### src/rtl/mod_reduce_seq.sv
// Bit-serial restoring reducer: remainder = product mod modulus, one product bit per cycle.
// state  | meaning
// IDLE   | waiting for start
// REDUCE | 520 shift-subtract iterations, MSB first
// DONE   | result held with valid high until start drops
module mod_reduce_seq (
    input  logic         clk,
    input  logic         rst_n,
    input  logic         start,
    input  logic [519:0] product,
    input  logic [255:0] modulus,
    output logic         valid,
    output logic         busy,
    output logic [255:0] remainder,
    output logic         err
);

    typedef enum logic [1:0] {
        S_IDLE   = 2'd0,
        S_REDUCE = 2'd1,
        S_DONE   = 2'd2
    } state_t;

    state_t        r_state;
    state_t        w_next;
    logic [519:0]  r_prod;
    logic [255:0]  r_m;
    logic [255:0]  r_rem;
    logic [9:0]    r_cnt;
    logic          r_valid;
    logic          r_err;
    logic [255:0]  r_remainder;

    logic [256:0]  w_t;
    logic          w_ge;
    logic [255:0]  w_diff;
    logic [255:0]  w_r_next;

    // r < m < 2^256 holds throughout, so t - m always fits in the low 256 bits
    assign w_t      = {r_rem, r_prod[519]};
    assign w_ge     = (w_t >= {1'b0, r_m});
    assign w_diff   = w_t[255:0] - r_m;
    assign w_r_next = w_ge ? w_diff : w_t[255:0];

    always_ff @(posedge clk or negedge rst_n) begin
        if (!rst_n) begin
            r_state <= S_IDLE;
        end else begin
            r_state <= w_next;
        end
    end

    always_comb begin
        w_next = r_state;
        case (r_state)
            S_IDLE: begin
                if (start) begin
                    w_next = (modulus == 256'd0) ? S_DONE : S_REDUCE;
                end
            end
            S_REDUCE: begin
                if (r_cnt == 10'd0) begin
                    w_next = S_DONE;
                end
            end
            S_DONE: begin
                if (r_valid && !start) begin
                    w_next = S_IDLE;
                end
            end
            default: w_next = S_IDLE;
        endcase
    end

    always_ff @(posedge clk or negedge rst_n) begin
        if (!rst_n) begin
            r_prod      <= '0;
            r_m         <= '0;
            r_rem       <= '0;
            r_cnt       <= '0;
            r_valid     <= 1'b0;
            r_err       <= 1'b0;
            r_remainder <= '0;
        end else begin
            case (r_state)
                S_IDLE: begin
                    if (start) begin
                        r_prod <= product;
                        r_m    <= modulus;
                        r_rem  <= '0;
                        r_cnt  <= 10'd519;
                        r_err  <= 1'b0;
                    end
                end
                S_REDUCE: begin
                    r_rem  <= w_r_next;
                    r_prod <= {r_prod[518:0], 1'b0};
                    if (r_cnt == 10'd0) begin
                        r_remainder <= w_r_next;
                        r_valid     <= 1'b1;
                    end else begin
                        r_cnt <= r_cnt - 10'd1;
                    end
                end
                S_DONE: begin
                    // Entering DONE without valid only happens on a zero modulus
                    if (!r_valid) begin
                        r_valid     <= 1'b1;
                        r_err       <= 1'b1;
                        r_remainder <= '0;
                    end else if (!start) begin
                        r_valid <= 1'b0;
                    end
                end
                default: ;
            endcase
        end
    end

    assign valid     = r_valid;
    assign busy      = (r_state == S_REDUCE);
    assign remainder = r_remainder;
    assign err       = r_err;

endmodule

### config.mk
export PLATFORM = sky130hd
export DESIGN_NAME = mod_reduce_seq
export DESIGN_NICKNAME = d
export VERILOG_FILES = /design/src/rtl/mod_reduce_seq.sv
export SDC_FILE = /design/constraint.sdc
export NUM_CORES = 2
export LEC_CHECK = 0
export ABC_AREA = 1
export CAP_MARGIN = 20
export CORE_AREA = 2 2 408 410
export CTS_CLUSTER_SIZE = 24
export DETAILED_ROUTE_END_ITERATION = 6
export DIE_AREA = 0 0 410 412
export PLACE_DENSITY = 0.82
export SLEW_MARGIN = 0
export SYNTH_ARGS = -nofsm -noshare
export SYNTH_HDL_FRONTEND = slang
export SYNTH_SLANG_ARGS = --single-unit
### constraint.sdc
create_clock -name clk -period 7.7 [get_ports clk]
set_clock_uncertainty 0.2 [all_clocks]
set_input_delay 1.54 -clock clk [delete_from_list [all_inputs] [get_ports clk]]
set_output_delay 1.54 -clock clk [all_outputs]
set_load 0.1 [all_outputs]
Word-level counts from Yosys, hierarchy flattened
Cells that the tools add are included.
- reduce and logical (&&, ||, !) cells: 15
- add/subtract/negate cells: 2
- equality and inequality tests: 7
- $lt $le $gt $ge: 1
- mux-type cells: 23
- operators with widths (kind ; count):
    $pmux W520 S2 ; 1
    $mux W256 ; 4
    $pmux W256 S2 ; 2
    $mux W520 ; 1
    $ge A257 B256 Y1 ; 1
    $logic_not A256 Y1 ; 1
    $sub A256 B256 Y256 ; 1
    $mux W10 ; 2
    $pmux W10 S2 ; 1
    $reduce_and A3 Y1 ; 4
    $logic_not A10 Y1 ; 1
    $sub A10 B1 Y10 const B ; 1
    $mux W2 ; 4
    $ne A2 B2 Y1 const B ; 4
    $pmux W2 S3 ; 1
    $reduce_and A2 Y1 ; 3
    $reduce_bool A2 Y1 ; 3
    $mux W1 ; 5
    $pmux W1 S2 ; 2
    $eq A2 B1 Y1 const B ; 1
    $eq A2 B2 Y1 const B ; 1
    $logic_not A2 Y1 ; 1
    $ne A2 B1 Y1 const B ; 1
    $logic_and A1 B1 Y1 ; 1
    $logic_not A1 Y1 ; 1
- bits in registers: 1302
- output and inout bits: 259
- bits of input ports: 779
- logic and storage cells: 56

Longest topological paths before layout
- depth after elaboration: 4
- mapped depth: 25
- depth with buffers taken out: 23

Worst setup path after synthesis
Ideal clock, no wire load.
- path kind: register -> output
- start point: register r_state[1]
- end point: output port busy
- path buffers: 4
- cell stages (with the launch flop): 6
- setup slack: 3.564 ns
- arrival time: 2.396 ns
- required time: 5.960 ns
- cell sequence: dfrtp_1 -> nor2_1 -> clkbuf_1 -> clkbuf_1 -> clkbuf_1 -> clkbuf_1
- cells in the longest elaborated chain, start to end: 1
- RTL lines (element ; RTL line ; text):
    start, declared ; 24 ; state_t r_state;
    start signal, assigned ; 49 ; r_state <= w_next;
    $eq A2 B1 Y1 ; 121 ; assign busy = (r_state == S_REDUCE);
    end, declared ; 13 ; output logic busy,
Every way passes these cells.

Final worst setup path
- start point: register r_rem[191]
- end point: register r_rem[5]
- cells in the longest elaborated chain, start to end: 3
- RTL lines (element ; RTL line ; text):
    start, declared ; 28 ; logic [255:0] r_rem;
    start signal, assigned ; 96 ; r_rem <= w_r_next;
    $ge A257 B256 Y1 ; 41 ; assign w_ge = (w_t >= {1'b0, r_m});
    $mux W256 ; 43 ; assign w_r_next = w_ge ? w_diff : w_t[255:0];
    $pmux W256 S2 ; 85 ; case (r_state)
Every way passes these cells.
A chain may end at the register's enable or synchronous reset.

==> results.md <==
- Status: complete, but fails checks
- Failing checks: design-rule violations
- Cell area after synthesis: ~90000 um2
- Vias/cell: ~5.7
- Critical Path Start: r_rem[191]
- Crit path capture: r_rem[5]
- P_sw: approximately 0.035 W
- Port bufs: 1037
- Post-synth EDFFs: 0
- Register bit count reported by yosys: ~1300
- Asr flop ratio synth: 1.000
- Total Neg Setup Slack: 0 ns
- Crit Path Max Fanout: 102
- Die height: slightly above 400 um
- Post-CTS Hold Buffers: 0
- Cell Rows: 149
- Achievable frequency: 0.1785 GHz
- Worst-path clk slew: 0.06 ns
- Clock share of power: 0.119
- CP delay by family, top: simple AND/OR/NAND/NOR gates
- Leading area contributor after synthesis: dfrtp_1
- Antenna violations before repair: 88
- DRC Markers: 8
- Multi-input gate area: approximately 44000 um2
- Detailed Route Iter0 Violations: 15029
- Sequential fraction of design power: 0.184
- Final period util: 0.7277
- Total vias in the final route: between 100k and 150k
- CP endpoint kind: flip-flop
- Slew headroom: 0.1948
- Top-area cell type share of the netlist area: 0.3618
- RSZ-0062 raised after global routing: false
- Gate Count Post-Synth: 14431
- Layout cells sized above 1: 0.02635
- Gr usage total: 0.5099
- Worst Hold Class: flip-flop to flip-flop
- Critical path depth: 19
- Synthesized Nets: roughly 15000
- Tmin final: about 5.6 ns
- Distinct cells, synth: 43
- Final wirelength: 443.4 mm
- IO Pins: ~1000
- CP Launch Type: flip-flop
- Worst reg2reg path depth: 19
- Syn_area_per_cell: around 6.2 um2
- Hold depth: 2
- Final setup fails: 0
- Core Area: 164200 um2
- Vias in the first global route: 93449
- FF-to-FF setup slack: roughly 2.1 ns
- P per Cell Area: roughly 550 nW/um2
- CP bufs+invs: 3
- Max clock buf depth: 3
- Peak supply drop: 0.4916 mV
- Tightest Pin Transition: 1.208 ns
- # Post-CTS Setup Buffers: 0
- Sequential-to-total area share from yosys stat: 0.3618
- Post-CTS Resized: 0
- Clock root cell: clkbuf_16
- CTS H-tree depth: 4
- GRT overflow: 0
- Final Hold Viols: 0
- Final Util: 0.6512
- Hold WS: 0.2869 ns
- Post-synth top flop: dfrtp_1
- Largest net degree at the start of global routing: 305
- Detailed-router iteration count before antenna repair: 7
- Leakage Power: ~59 nW
- Filler Cells Inserted: 14159
- First-pass GRT wire length: 625.1 mm
- TritonCTS Buffers: 137
- Most frequent cell after synthesis: nand2_1
- Worst Path Required: between 8 and 9 ns
- Area Growth Syn to Fin: 18.77%
- Max-cap violation count: 0
- CP Data Arrival Time: approximately 6 ns
- Synth area leaders: dfrtp_1, nand2_1, inv_1
- Critical Setup Path Class: flip-flop to flip-flop
- Top post-synthesis cells by count: nand2_1, inv_1, dfrtp_1, o21ai_0, nor2_1
- Logic pwr share: 0.697
- Avg WL per Cell: 25.21 um
- CP most frequent cell: nand2_1
- Critical-path cell list: ha_1, nand2_1, nor2_1, inv_2, nor2_1, nand2_1, nor2_1, nand3_1, nor2_1, nor2_1, nand3_2, nor2_4, nand2_8, inv_8, buf_12, nand2_1, nand2_1, nand2_1, nand2_1
- Clock Latency Late Sink: 0.88 ns
- GP Congestion: 1.203
- Internal: 0.02407 W
- Slowest CP cell: ha_1
- Remaining antenna violation count: 0
- Max-slew violations: 0
- Die Wd: 410 um
- Nets: between 15000 and 20000
- # clock sinks: 1302
- Reg2reg end: r_rem[5]
- HPWL Detailed: 354.6 mm
- Net Sw Frac: 0.5942
- Critical path's largest stage delay: 0.58 ns
- Die area: 168900 um2
- Ys Warns: 0
- Register area: 32580 um2
- Initial core utilization: 0.5483
- TritonCTS clock tree: built
- R2r startpoint: r_rem[191]
[kinds of logic after synthesis]
kind of cell,Yosys count,share of synthesized area
AO/OA/AOI/OAI,1605,0.1047
XOR/XNOR,130,0.01264
adder cells (fa/ha/maj),258,0.03593
buffers and inverters,3455,0.1466
flip-flops,1302,0.3618
AND/OR/NAND/NOR,7681,0.3383
[worst register-to-register path, delay by kind of cell, from the launching register on]
kind                       cells  cell delay (ns)
adders and majority gates      1             0.58
and+or+nand+nor               15             3.40
buffers and inverters          3             0.85
DFF                            1             0.43
[cell usage in the layout, fill, tap and decap left out, types with 12 or more instances in the layout]
| master | Yosys | final |
|---|---|---|
| a21oi_1 | 213 | 213 |
| and2_1 | 12 | 12 |
| buf_12 | 0 | 17 |
| buf_4 | 21 | 53 |
| bufinv_16 | 0 | 12 |
| clkbuf_1 | 346 | 24 |
| clkbuf_16 | 0 | 138 |
| clkbuf_8 | 0 | 27 |
| clkdlybuf4s50_1 | 0 | 1036 |
| clkinv_2 | 0 | 19 |
| dfrtp_1 | 1302 | 1302 |
| diode_2 | 0 | 69 |
| ha_1 | 257 | 257 |
| inv_1 | 2971 | 2970 |
| inv_2 | 29 | 28 |
| nand2_1 | 6058 | 6058 |
| nand2_2 | 16 | 16 |
| nand3_1 | 571 | 571 |
| nand3b_1 | 45 | 45 |
| nand4_1 | 61 | 61 |
| nor2_1 | 727 | 724 |
| nor2_2 | 38 | 38 |
| nor3_1 | 53 | 53 |
| nor4_1 | 78 | 76 |
| o211ai_1 | 520 | 520 |
| o21ai_0 | 832 | 832 |
| o21bai_1 | 32 | 32 |
| xnor2_1 | 77 | 77 |
| xor2_1 | 53 | 53 |
[how the worst min path moves through the flow]
stage / to / startpoint / slack (ns)
finish: remainder[184] / remainder[184] / 0.29
CTS: remainder[186] / remainder[186] / 0.29
global placement: remainder[176] / remainder[176] / 0.26
floorplan: r_m[0] / r_m[0] / 0.25
global route: remainder[173] / remainder[173] / 0.30
detailed placement: remainder[144] / remainder[144] / 0.26
[final cells by class]
class / count / area share
Antenna cell: 69 / 0.001614
Timing Repair Buffer: 1108 / 0.1044
Clock buffer: 189 / 0.03660
Clock inverter: 57 / 0.007358
Inverter: 3001 / 0.1055
Sequential cell: 1302 / 0.3046
Tap cell: 2189 / 0.02561
Multi-Input combinational cell: 9674 / 0.4143
[layer usage]
metal	global-route usage	vias to the layer above	wire (um)	part of all wire
met2	0.7500	7206	184900	0.42
met4	0.3597	38	37900	0.085
li1	-	45288	-	-
met1	0.6379	46980	163600	0.37
met5	0	-	256	0.00058
met3	0.1573	1539	56790	0.13
[per-stage QoR]
stage                     instances  instance area, um2  power [W]  setup slack, ns
after global placement        17273              102100    0.04865            2.551
after CTS                     17519              106800    0.05704            2.458
final                         17589              107000    0.05932            2.097
after global routing          17567              106900    0.06212            2.129
after detailed placement      17273              102100    0.04940            2.513
after floorplan               14431               90050    0.03530            3.564
[state kept, by name, indices dropped and copies added (netlist names)]
name       count
r_prod       520
r_m          256
r_rem        256
remainder    256
r_cnt         10
r_state        2
err            1
valid          1
[power groups by stage]
stage | Sequential (W) | Combinational, W | Clock, W
5_1_grt | 0.0111 | 0.0437 | 0.00731
3_3_place_gp | 0.0107 | 0.0379 | 0
3_5_place_dp | 0.0109 | 0.0385 | 0
2_1_floorplan | 0.0105 | 0.0248 | 0
6_report | 0.0109 | 0.0414 | 0.00705
4_1_cts | 0.0108 | 0.0392 | 0.00704
No activity file was read; power rests on OpenSTA's default activity.
